[src/rtl/multicycle_chunk_adder_if.sv]
// rtl/multicycle_chunk_adder_if.sv - operand/result bundle for multicycle_chunk_adder
//
// Groups the request handshake, operands and result of the chunked adder.
//   master: drives start, sub, A, B, Carry_in; observes ready, done, Sum, C_out, overflow
//   slave : the adder side (inverse directions)
// NUM_BITS must match the NUM_BITS of the adder instance it connects to.

interface multicycle_chunk_adder_if #(
    parameter int NUM_BITS = 32
);
    logic                start;
    logic                sub;
    logic [NUM_BITS-1:0] A;
    logic [NUM_BITS-1:0] B;
    logic                Carry_in;
    logic                ready;
    logic                done;
    logic [NUM_BITS-1:0] Sum;
    logic                C_out;
    logic                overflow;

    modport master (
        output start, sub, A, B, Carry_in,
        input  ready, done, Sum, C_out, overflow
    );

    modport slave (
        input  start, sub, A, B, Carry_in,
        output ready, done, Sum, C_out, overflow
    );
endinterface

[src/rtl/multicycle_chunk_adder.sv]
// rtl/multicycle_chunk_adder.sv - sequential add/subtract, one CHUNK_BITS slice per clock
//
// Adds (or subtracts) two NUM_BITS operands LSB chunk first, keeping the carry
// between chunks in a register so the critical path is a single chunk-wide
// carry chain. Latency from accepted start to done pulse is NUM_CHUNKS+1 cycles.
//
// Ports:
//   clk   - rising-edge clock
//   rst_n - synchronous active-low reset; aborts any operation in flight
//   bus   - multicycle_chunk_adder_if.slave:
//             start/ready handshake, sub, A, B, Carry_in (sampled on accept),
//             done (one-cycle pulse), Sum (held until the next done),
//             C_out (carry out, for sub 1 = no borrow), overflow (signed)
//
// Configuration:
//   MULTICYCLE_ADDER_SAT_EN - when defined, a signed overflow saturates Sum to
//   the most positive / most negative value (sign taken from A). Undefined:
//   Sum wraps and overflow is a flag only.

module multicycle_chunk_adder #(
    parameter int NUM_BITS   = 32,
    parameter int CHUNK_BITS = 8
) (
    input  logic                   clk,
    input  logic                   rst_n,
    multicycle_chunk_adder_if.slave bus
);

    localparam int NUM_CHUNKS = NUM_BITS / CHUNK_BITS;
    localparam int CNT_W      = (NUM_CHUNKS > 1) ? $clog2(NUM_CHUNKS) : 1;

    if ((NUM_BITS % CHUNK_BITS) != 0) begin : g_bad_chunk
        $error("multicycle_chunk_adder: NUM_BITS must be a multiple of CHUNK_BITS");
    end

    typedef enum logic [1:0] {
        IDLE = 2'd0,
        RUN  = 2'd1,
        DONE = 2'd2
    } state_t;

    state_t              state;
    logic [CNT_W-1:0]    cnt;
    logic [NUM_BITS-1:0] a_reg;
    logic [NUM_BITS-1:0] b_reg;     // already inverted for subtraction
    logic [NUM_BITS-1:0] acc;       // partial result, never exposed on Sum
    logic                carry;

    logic                ready_r;
    logic                done_r;
    logic [NUM_BITS-1:0] sum_r;
    logic                c_out_r;
    logic                ovf_r;

    logic [31:0]           base;
    logic [CHUNK_BITS-1:0] a_chunk;
    logic [CHUNK_BITS-1:0] b_chunk;
    logic [CHUNK_BITS:0]   chunk_sum;
    logic [NUM_BITS-1:0]   sum_full;
    logic [NUM_BITS-1:0]   sum_final;
    logic                  carry_msb;
    logic                  ovf_next;
    logic                  last_chunk;

    always_comb begin
        base       = 32'(cnt) * 32'(CHUNK_BITS);
        a_chunk    = a_reg[base +: CHUNK_BITS];
        b_chunk    = b_reg[base +: CHUNK_BITS];
        chunk_sum  = {1'b0, a_chunk} + {1'b0, b_chunk} + {{CHUNK_BITS{1'b0}}, carry};
        sum_full   = acc;
        sum_full[base +: CHUNK_BITS] = chunk_sum[CHUNK_BITS-1:0];
        // Carry into the top bit recovered from the sum bit: s = a ^ b ^ c_in.
        // Only meaningful on the last chunk, where it drives the overflow check.
        carry_msb  = chunk_sum[CHUNK_BITS-1] ^ a_chunk[CHUNK_BITS-1] ^ b_chunk[CHUNK_BITS-1];
        ovf_next   = carry_msb ^ chunk_sum[CHUNK_BITS];
        last_chunk = (cnt == CNT_W'(NUM_CHUNKS - 1));
        sum_final  = sum_full;
`ifdef MULTICYCLE_ADDER_SAT_EN
        // On overflow the true result has the sign of A (operands agree in sign).
        if (ovf_next) begin
            sum_final = a_reg[NUM_BITS-1] ? {1'b1, {(NUM_BITS-1){1'b0}}}
                                          : {1'b0, {(NUM_BITS-1){1'b1}}};
        end
`endif
    end

    always_ff @(posedge clk) begin
        if (!rst_n) begin
            state   <= IDLE;
            cnt     <= '0;
            a_reg   <= '0;
            b_reg   <= '0;
            acc     <= '0;
            carry   <= 1'b0;
            ready_r <= 1'b1;
            done_r  <= 1'b0;
            sum_r   <= '0;
            c_out_r <= 1'b0;
            ovf_r   <= 1'b0;
        end else begin
            case (state)
                IDLE, DONE: begin
                    done_r <= 1'b0;
                    if (bus.start) begin
                        a_reg   <= bus.A;
                        b_reg   <= bus.sub ? ~bus.B : bus.B;
                        // Subtraction: A + ~B + ~borrow_in.
                        carry   <= bus.sub ^ bus.Carry_in;
                        acc     <= '0;
                        cnt     <= '0;
                        ready_r <= 1'b0;
                        state   <= RUN;
                    end else begin
                        state <= IDLE;
                    end
                end
                RUN: begin
                    carry <= chunk_sum[CHUNK_BITS];
                    acc   <= sum_full;
                    if (last_chunk) begin
                        sum_r   <= sum_final;
                        c_out_r <= chunk_sum[CHUNK_BITS];
                        ovf_r   <= ovf_next;
                        done_r  <= 1'b1;
                        ready_r <= 1'b1;
                        state   <= DONE;
                    end else begin
                        cnt <= cnt + 1'b1;
                    end
                end
                default: begin
                    state   <= IDLE;
                    ready_r <= 1'b1;
                    done_r  <= 1'b0;
                end
            endcase
        end
    end

    assign bus.ready    = ready_r;
    assign bus.done     = done_r;
    assign bus.Sum      = sum_r;
    assign bus.C_out    = c_out_r;
    assign bus.overflow = ovf_r;

endmodule

[src/flat_wrapper.sv]
// flat-port wrapper written by rule: the top's interface ports become plain ports
module multicycle_chunk_adder_flat 
#(
    parameter int NUM_BITS   = 32,
    parameter int CHUNK_BITS = 8
)
  (clk, rst_n, bus_start, bus_sub, bus_A, bus_B, bus_Carry_in, bus_ready, bus_done, bus_Sum, bus_C_out, bus_overflow);
  multicycle_chunk_adder_if #(.NUM_BITS(NUM_BITS)) bus_i ();
  input  logic clk;
  input  logic rst_n;
  input wire logic [$bits(bus_i.start)-1:0] bus_start;
  input wire logic [$bits(bus_i.sub)-1:0] bus_sub;
  input wire logic [$bits(bus_i.A)-1:0] bus_A;
  input wire logic [$bits(bus_i.B)-1:0] bus_B;
  input wire logic [$bits(bus_i.Carry_in)-1:0] bus_Carry_in;
  output wire logic [$bits(bus_i.ready)-1:0] bus_ready;
  output wire logic [$bits(bus_i.done)-1:0] bus_done;
  output wire logic [$bits(bus_i.Sum)-1:0] bus_Sum;
  output wire logic [$bits(bus_i.C_out)-1:0] bus_C_out;
  output wire logic [$bits(bus_i.overflow)-1:0] bus_overflow;
  assign bus_i.start = bus_start;
  assign bus_i.sub = bus_sub;
  assign bus_i.A = bus_A;
  assign bus_i.B = bus_B;
  assign bus_i.Carry_in = bus_Carry_in;
  assign bus_ready = bus_i.ready;
  assign bus_done = bus_i.done;
  assign bus_Sum = bus_i.Sum;
  assign bus_C_out = bus_i.C_out;
  assign bus_overflow = bus_i.overflow;
  multicycle_chunk_adder #(.NUM_BITS(NUM_BITS), .CHUNK_BITS(CHUNK_BITS)) u_core (.clk(clk), .rst_n(rst_n), .bus(bus_i));
endmodule
[config.mk]
export PLATFORM = sky130hd
export DESIGN_NAME = multicycle_chunk_adder_flat
export DESIGN_NICKNAME = d
export VERILOG_FILES = /design/src/rtl/multicycle_chunk_adder_if.sv /design/src/rtl/multicycle_chunk_adder.sv /design/src/flat_wrapper.sv
export SDC_FILE = /design/constraint.sdc
export NUM_CORES = 1
export LEC_CHECK = 0
export ABC_AREA = 1
export CAP_MARGIN = 15
export CORE_AREA = 2 2 128 162
export DETAILED_ROUTE_END_ITERATION = 10
export DIE_AREA = 0 0 130 164
export GPL_TIMING_DRIVEN = 0
export SYNTH_ARGS = -nofsm -noshare
export SYNTH_HDL_FRONTEND = slang
export SYNTH_SLANG_ARGS = --single-unit
export TNS_END_PERCENT = 20
[constraint.sdc]
create_clock -name clk -period 3.5 [get_ports clk]
set_input_delay 0.7 -clock clk [delete_from_list [all_inputs] [get_ports clk]]
set_output_delay 0.7 -clock clk [all_outputs]
set_load 0.02 [all_outputs]
==> flow_summary.ini <==
[status]
outcome = completed

[timing]
max_freq_mhz = 322
setup_viol = 0
rsz0062_at_grt = no
holdWs_ns = 0.447
fin_crit_ns = 3.11
hold_violations = 0
fin_ws_ns = 0.391
post-route-period-util = 0.888
slew_viol_final = 0
clock-skew-final_ns = 0.00891
setup_tns_ns = 0
slew_headroom = 0.560
worst_pin_slew_ns = 0.660

[finish]
nFillCells = 2118
syn2layout_area_growth_pct = 33.1
design_area_mm2 = 0.00779
drive_above_1_share = 0.0652
fin_nets = 1005
n_antenna_cell = 0

[synth]
synth_top_area_frac = 0.441
synth_xor_area_frac = 0.0523
synth_area_mm2 = 0.00586
yosysMostFrequentCell = nand2_1
yosysTopAreaCell = dfxtp_1
syn_area_per_cell_um2 = 7.32
async_reset_ff_frac = 0
ys_ff_latch = 129
synth_compound_area_frac = 0.173
netlist-cell-type-count = 30
yosysWarnings = 0
ys.flop_type = dfxtp_1
synth_top_family_by_area = simple AND/OR/NAND/NOR gates
synth_nets = 883
seq_area_frac_synth = 0.441
synthSimpleGateAreaFrac = 0.236
synth_commonest_cells = nand2_1 (186), dfxtp_1 (129), o21ai_0 (125)
muxShareOfSynthArea = 0
synth-edff-count = 0
synth_area_leaders = dfxtp_1 (44%), nand2_1 (12%), o21ai_0 (11%)
synth-adder-area-share = 0.0325
syn_inst = 800

[floorplan]
chipHeight_um = 164
start_util = 0.296
core.rowCount = 58
core-area_mm2 = 0.0198
io_pins = 105
die-area_mm2 = 0.0213
die_w_um = 130

[grt]
overflow = 0
antenna_found_initial = 0
grt_max_degree = 17
grt_pass1_vias = 5497
grt_usage = 0.169
grt_pass1_wl_mm = 27.7

[critical_path]
crit_path_frequent_cell = nand2_1
crit_path_end = u_core.acc[14]
critPathMaxStageDelay_ns = 0.47
worstPathRequired_ns = 3.87
worstPathMaxFanout = 10
startpoint_type = register
end_kind = register
crit_start = u_core.cnt[0]
cp.arrival_ns = 3.48
worstPathCellList = buf_6 -> clkbuf_1 -> o21ai_0 -> o22ai_1 -> ha_1 -> a21oi_1 -> nand3_1 -> nand2_1 -> nand2_1 -> nor2_1 -> nand3_1 -> nand2_1 -> nand2_1 -> nand2_1
cpMaxStageDelayCell = clkbuf_1
reg2reg_slack_ns = 0.39
worstRegToRegCells = 14
r2r-start = u_core.cnt[0]
critPathKind = reg -> reg
r2r_end = u_core.acc[14]

[pwr]
ir_worst_vdd_mv = 0.335
p_leak_nw = 3.22
p_per_area_mw_per_mm2 = 526

[routing]
ant_nets = 0
wire_per_inst_um = 14.3
drtPass1Iterations = 5
drt-total-wl_mm = 17.3
wl_met3_um = 620
drtIter0Drc = 494
wl_met2_mm = 8.77
top_layer_used = met4
via_per_inst = 4.61
drc = 0
vias = 5553
met1_length_mm = 7.56

[clock_tree]
cts-htree-levels = 4
cts_root_buffer = clkbuf_16
clk_latency_ns = 0.43
cts_setup_buffers = 0
cts_resized = 0
clock_path_buffers = 2
path_clk_slew_ns = 0.06
cts_tree = yes
clock_sinks = 129
ctsHoldBuffers = 0
cts-buffers-inserted = 17

[min_path]
hold_start = u_core.bus.Sum[25]
min_path_type = reg -> reg

[placement]
dpl_cell_area_mm2 = 0.00723
hpwl_mm = 13.1
port_buffers = 103
dp_slack_ns = 0.233
gp_congestion = 0.887

[run]
maxCapViolations = 0
cell families after synthesis:
group,after synthesis
and+or+nand+nor,338
AOI/OAI and AO/OA,193
DFF,129
buffers and inverters,91
xor gates and xnor gates,35
adders and majority gates,14
critical path, delay by kind of cell (launching register included):
family	cells	cell delay (ns)
AOI/OAI and AO/OA	3	0.77
adders and majority gates	1	0.35
buffers and inverters	2	0.66
DFF	1	0.42
and+or+nand+nor	8	0.85
worst min path at each step:
stage,depth (start not counted),endpoint,slack (ns)
6_report,2,u_core.bus.Sum[25],0.45
5_1_grt,2,u_core.bus.Sum[20],0.46
4_1_cts,2,u_core.bus.Sum[20],0.45
3_5_place_dp,2,u_core.bus.Sum[20],0.44
3_3_place_gp,2,u_core.bus.Sum[24],0.43
2_1_floorplan,2,u_core.acc[12],0.43
power by group:
group / total, mW / switching (mW) / internal (mW)
sequential: 1.59 / 0.0456 / 1.55
combinational: 0.788 / 0.493 / 0.296
clock: 1.72 / 0.653 / 1.06
total: 4.10 / 1.19 / 2.91
through the flow:
step | std cells | util | power [mW]
finish | 1205 | 0.393 | 4.10
global route | 1205 | 0.393 | 4.29
CTS | 1205 | 0.393 | 4.13
detailed placement | 1173 | 0.365 | 2.40
global placement | 1173 | 0.365 | 2.40
floorplan | 800 | - | 2.12
placed cells by master, fill, tap and decap left out, drive strengths merged:
master	Yosys	layout
xnor2	33	33
a22oi	5	5
nor2	113	113
fa	2	2
xor2	2	2
inv	46	46
o21ai	127	127
ha	12	12
o211ai	1	1
clkinv	0	8
nand3b	3	3
dfxtp	129	129
a21oi	38	38
clkbuf	26	48
nor3	3	3
o22ai	20	20
clkdlybuf4s50	0	103
nand4	7	7
nand3	24	24
buf	19	19
nand2	188	188
a22o	1	1
bufinv	0	2
a211oi	1	1
cell type report:
type	instances	area [µm²]	share of cell area
inverter	46	173	0.0222
sequential	129	2580	0.332
multi-input combinational	580	2890	0.371
clock buffer	22	454	0.0583
tap	270	338	0.0433
timing repair buffer	103	1030	0.132
buffer	45	209	0.0268
clock inverter	10	111	0.0143
metal layers:
layer / vias up / track usage
met4: 0 / 0.0596
met5: - / 0
met3: 24 / 0.0336
met1: 2530 / 0.203
li1: 2863 / -
met2: 136 / 0.298
No activity file was read; power rests on OpenSTA's default activity.
==> RTL edit 1 (same settings) <==
Build with the macro `MULTICYCLE_ADDER_SAT_EN` defined.
--- a/src/rtl/multicycle_chunk_adder.sv
+++ b/src/rtl/multicycle_chunk_adder.sv
@@ -18,2 +18,4 @@
 //   Sum wraps and overflow is a flag only.
+
+`define MULTICYCLE_ADDER_SAT_EN
 
Check against the original RTL: no difference found for any inputs over 4 cycles, from zero or initial values and one cycle with rst_n low; that may be too few to reach the edited logic, so the function may still have changed.
==> RTL edit 1 against the unedited design <==
Clock power is 8% higher; total power is 12% higher; synthesized area is 13% higher; die area stayed put; sequential cell count is 8 higher; via count is 12% higher; clock skew is 0.0022 ns lower; worst setup slack worse by 0.24 ns; utilization is 4.5 points higher; final cell count is 8.0% higher; maximum frequency is 7.1% lower; wire length is 9.9% higher; final area is 11% higher; critical endpoint is now u_core.bus.Sum[9]; highest routed layer unchanged.
==> RTL edit 1: results (changes against the unedited design) <==
The leakage component of the power was 3.55 nW (+10%). The count of fill cells added during filler insertion is 2083 (-1.7%), and the post-cts gate resize count is 6 (+6). Ranked by total cell area, the synthesized netlist is headed by sky130_fd_sc_hd__dfxtp_1, sky130_fd_sc_hd__o21ai_0, sky130_fd_sc_hd__nor2_1. The post-detailed-route via-to-cell ratio is 4.79 (+3.8%).

The worst hold path begins at u_core.acc[30]. The layout cell share with drive strength beyond 1 came out at 0.0959 (+0.0307). The net switching component of the power is 1.43 mW (+20%), and the cell count after placement is 1265 (+7.8%).

By count the netlist is led by sky130_fd_sc_hd__o21ai_0, sky130_fd_sc_hd__dfxtp_1, sky130_fd_sc_hd__nor2_1. The logs give 0.546 (-0.0143) for the max-slew headroom at the worst pin and 0.357 mV (+6.7%) for the worst vdd rail ir drop. The largest net degree at the start of global routing came out at 20 (+3). The initial detailed-routing violation count came out at 437 (-12%). The average footprint of a synthesized cell is 7.44 um2 (+1.6%). For the global-route track usage on met1, the log shows 0.215 (+0.0126). The critical-path cell with the highest stage delay was sky130_fd_sc_hd__fa_1. The tools report the final RePlAce weighted congestion as 0.890 (+0.42%). The fraction of met3 tracks used by global routing came out at 0.0342 (+0.000651).

The internal portion of total power is 3.16 mW (+8.7%), and the number of stages on the worst hold path is 2 (unchanged). For hold timing, the worst endpoint is u_core.acc[30]. The detailed router used layers up to and including met4.

The tools report the arrival time of the worst setup path as 3.72 ns (+0.24 ns). Pre-CTS worst setup slack: -0.384 ns (-0.617 ns). The run finished with clean final reports.

The kind of cell with the highest combined delay along the critical path is adder cells. The total length of routed wires was 19000 um (+9.9%); the total cell area at the placement stage was 8000 um2 (+11%). Reg-to-reg endpoint: u_core.bus.Sum[9]. The adder-cell share of the synthesized area is 0.0306 (-0.00191), and the largest clock skew in the final design is 0.00670 ns (-0.00221 ns).

The logs give 30000 um (+8.4%) for the wire length of the first global-routing pass and 14500 um (+11%) for the half-perimeter wire length after placement. For the post-synthesis net count, the log shows 976 (+11%). For the final hold slack, the log shows 0.450 ns (+0.00261 ns).

The run gives 35 (+17%) as the count of distinct cell types in the synthesized netlist. The number of nets in the layout was 1103 (+9.8%); the synthesized-area fraction occupied by xor and xnor cells was 0.0462 (-0.00612). For the wire length on met3, the log shows 839 um (+35%). The part of the total power dissipated in sequential elements came out at 0.369 (-0.020). The number of global-route vias before repair is 5902 (+7.4%). The compound-gate portion of the synthesized area was 0.236 (+0.0635); the number of vias in the routed layout was 6231 (+12%).

The run gives 9770 um (+11%) as the detailed route wirelength on metal2. For the all-layer global routing usage, the log shows 0.183 (+0.0146). The clock share of power is 0.403 (-0.016). For the post-CTS setup-driven buffer insertion count, the log shows 2 (+2). The run gives 0.414 (-0.0274) as the share of the yosys chip area belonging to registers. The detailed-routing wirelength on met1 came out at 7860 um (+4.0%). The multiplexer share of the synthesized area was 0 (unchanged).

The minimum clock period works out to 3.35 ns (+0.236 ns). The routing usage on met2 was 0.326 (+0.0281).
-- RTL edit 1: changes by cell type in the layout (fill, tap and decap cells not counted), moves of 7 or more --
cell	delta
sky130_fd_sc_hd__nor2_1	+27
sky130_fd_sc_hd__dfxtp_1	+7
sky130_fd_sc_hd__clkbuf_1	+7
sky130_fd_sc_hd__o21a_1	+9
sky130_fd_sc_hd__o21bai_2	+10
sky130_fd_sc_hd__nand2_2	+10
sky130_fd_sc_hd__o21ai_0	+27
sky130_fd_sc_hd__buf_4	+7
sky130_fd_sc_hd__inv_1	+49
sky130_fd_sc_hd__nand2_1	-91
sky130_fd_sc_hd__o22ai_1	+7
sky130_fd_sc_hd__buf_2	-9
sky130_fd_sc_hd__o21bai_1	+12
-- RTL edit 1: layout make-up --
type / instances / area, um2 / share of cell area
inverters: 95 / 360 / 0.0415
multi-input cells: 608 / 3320 / 0.382
clock inverters: 13 / 170 / 0.0196
repair buffers: 109 / 1080 / 0.124
well taps: 270 / 338 / 0.0389
plain buffers: 51 / 251 / 0.0289
flip-flops and latches: 137 / 2750 / 0.316
clock buffers: 19 / 433 / 0.0498
-- RTL edit 1: cells by family (layout without fill, tap and decap cells) --
family,count (synthesis),in the layout
fa+ha+maj,15,15
flops,137,137
compound gates,273,273
xor+xnor,35,35
simple gates,284,285
buf+inv,148,287
-- RTL edit 1: worst max-delay path by stage --
stage	start	to	slack, ns	cells after the start
global placement	u_core.cnt[0]	u_core.bus.Sum[2]	-0.36	16
detailed placement	u_core.cnt[0]	u_core.bus.Sum[4]	-0.38	19
floorplan	u_core.cnt[0]	u_core.bus.Sum[10]	0.42	16
CTS	u_core.cnt[0]	u_core.bus.Sum[4]	0.04	16
finish	u_core.cnt[0]	u_core.bus.Sum[9]	0.15	16
global route	u_core.cnt[0]	u_core.bus.Sum[5]	-0.003	16
==> RTL edit 2 (same flow settings) <==
Made on the original files. Make the reset (`rst_n`) asynchronous in one clocked block. Comments in the files are not updated.
--- a/src/rtl/multicycle_chunk_adder.sv
+++ b/src/rtl/multicycle_chunk_adder.sv
@@ -86,3 +86,3 @@
 
-    always_ff @(posedge clk) begin
+    always_ff @(posedge clk or negedge rst_n) begin
         if (!rst_n) begin
Formal check against the unedited RTL: differs if rst_n is asserted again (counterexample within 4 cycles, from zero or initial values and one cycle with rst_n low); with rst_n held inactive, the same outputs for 4 cycles.
==> RTL edit 2 against the unedited design <==
Wire length is 3.7% higher; sequential cell count rose by 7; worst setup slack got worse by 0.15 ns; synthesized area up 15%; critical path depth increased by 2; sequential share of layout area rose by 6.2 points; critical path type unchanged; die area unchanged; final area up 11%; non-clock buffer count decreased by 2; global-route usage is 1.1 points higher; via count increased by 2.8%.
Power is not compared: it rests on default switching activity, and its combinational part moved more than twofold at a synthesized area within 25%.
==> RTL edit 2: results (changes against the unedited design) <==
The async set or reset register ratio after synthesis was 1.00 (+1.00). The cell count after placement came out at 1217 (+3.8%). The half-perimeter wire length after placement was 13700 um (+4.3%); the post-detailed-route via-to-cell ratio was 4.57 (-0.85%). The initial antenna violation count was 0 (unchanged). The number of cells on the worst reg-to-reg path is 16 (+2), and the compound-gate portion of the synthesized area is 0.106 (-0.0667). The flow ran to the end, and the final reports show no timing, DRC or antenna violations. The synthesized-area fraction occupied by xor and xnor cells is 0.0469 (-0.00543).

Average footprint of a synthesized cell: 7.97 um2 (+8.9%). The number of global-route vias before repair came out at 5669 (+3.1%). Max-slew headroom at the worst pin: 0.605 (+0.0448). The adder-cell share of the synthesized area is 0.0302 (-0.00232). The initial detailed-routing violation count was 334 (-32%). Ranked by instance count, the synthesized netlist is headed by sky130_fd_sc_hd__nand2_1, sky130_fd_sc_hd__dfrtp_1, sky130_fd_sc_hd__o21ai_0. The largest clock skew in the final design was 0.00625 ns (-0.00265 ns). The routed wire length per instance was 14.3 um (about the same).

For this design, the slowest cell found on the critical path is sky130_fd_sc_hd__dfrtp_2. For the pre-CTS worst setup slack, the log shows 0.0608 ns (-0.172 ns). Grouping stages by cell kind, the critical path spends the most delay in buffers and inverters.

For the total length of routed wires, the log shows 17900 um (+3.7%). The largest net degree at the start of global routing was 91 (+74); the layout cell share with drive strength beyond 1 was 0.0715 (+0.00626). For the number of nets in the layout, the log shows 1050 (+4.5%). The minimum clock period works out to 3.26 ns (+0.147 ns).

The run gives 0.180 (+0.0112) as the all-layer global routing usage. The arrival time of the worst setup path came out at 3.56 ns (+0.08 ns). Sorting the synthesized cells by area gives the leading types as sky130_fd_sc_hd__dfrtp_1, sky130_fd_sc_hd__nand2_1, sky130_fd_sc_hd__o21ai_0. The total cell area at the placement stage is 8120 um2 (+12%). Worst hold-check path type: in2async. The wire length of the first global-routing pass was 29300 um (+5.9%). The share of the yosys chip area belonging to registers is 0.507 (+0.0656), and the maximum net fanout on the critical path is 10 (unchanged).

The tools report the final RePlAce weighted congestion as 0.917 (+3.4%). Post-synthesis net count: 927 (+5.0%).
## RTL edit 2: cell count changes in the layout (fill, tap and decap cells not counted), sizes merged, moves of 32 or more
cell	change
o21ai	-35
nor2	-76
dfrtp	+135
dfxtp	-129
nand2	+168
a21oi	-32
## RTL edit 2: path summary, 6_finish.rpt
kind / slack, ns / endpoint / from
worst min-delay path: 0.20 / u_core.b_reg[6] / rst_n
min in group clk: 0.47 / u_core.a_reg[19] / u_core.a_reg[19]
max in group asynchronous: 2.51 / u_core.cnt[0] / rst_n
worst max-delay path: 0.24 / u_core.acc[12] / u_core.cnt[0]
worst min register to register: 0.47 / u_core.a_reg[19] / u_core.a_reg[19]
worst max register to register: 0.24 / u_core.acc[12] / u_core.cnt[0]
## RTL edit 2: where the power goes
group	switching (mW)	total, mW	internal (mW)
clock network	0.657	1.59	0.933
logic	2.78	4.24	1.47
registers	0.351	2.53	2.18
total	3.78	8.37	4.59
## RTL edit 2: cell type report
| cell class | count | area (um2) |
|---|---|---|
| tap | 270 | 338 |
| buffer | 42 | 204 |
| inverter | 60 | 225 |
| timing repair buffer | 104 | 1060 |
| multi-input combinational | 605 | 2890 |
| clock buffer | 23 | 468 |
| clock inverter | 9 | 51.3 |
| fill | 2040 | 11200 |
| sequential | 136 | 3410 |
## RTL edit 2: worst reg2reg max path, delay by kind of cell, from the launching register on
kind	cells	cell delay (ns)
buffers and inverters	4	0.71
and+or+nand+nor	6	0.54
xor gates and xnor gates	1	0.27
AOI/OAI and AO/OA	3	0.50
DFF	1	0.46
adders and majority gates	2	0.64
## RTL edit 2: metal layers
metal  global-route usage  wire length (um)
met4               0.0459               268
met3               0.0352               731
met2                0.322              9340
met5                    0                 0
met1                0.222              7580
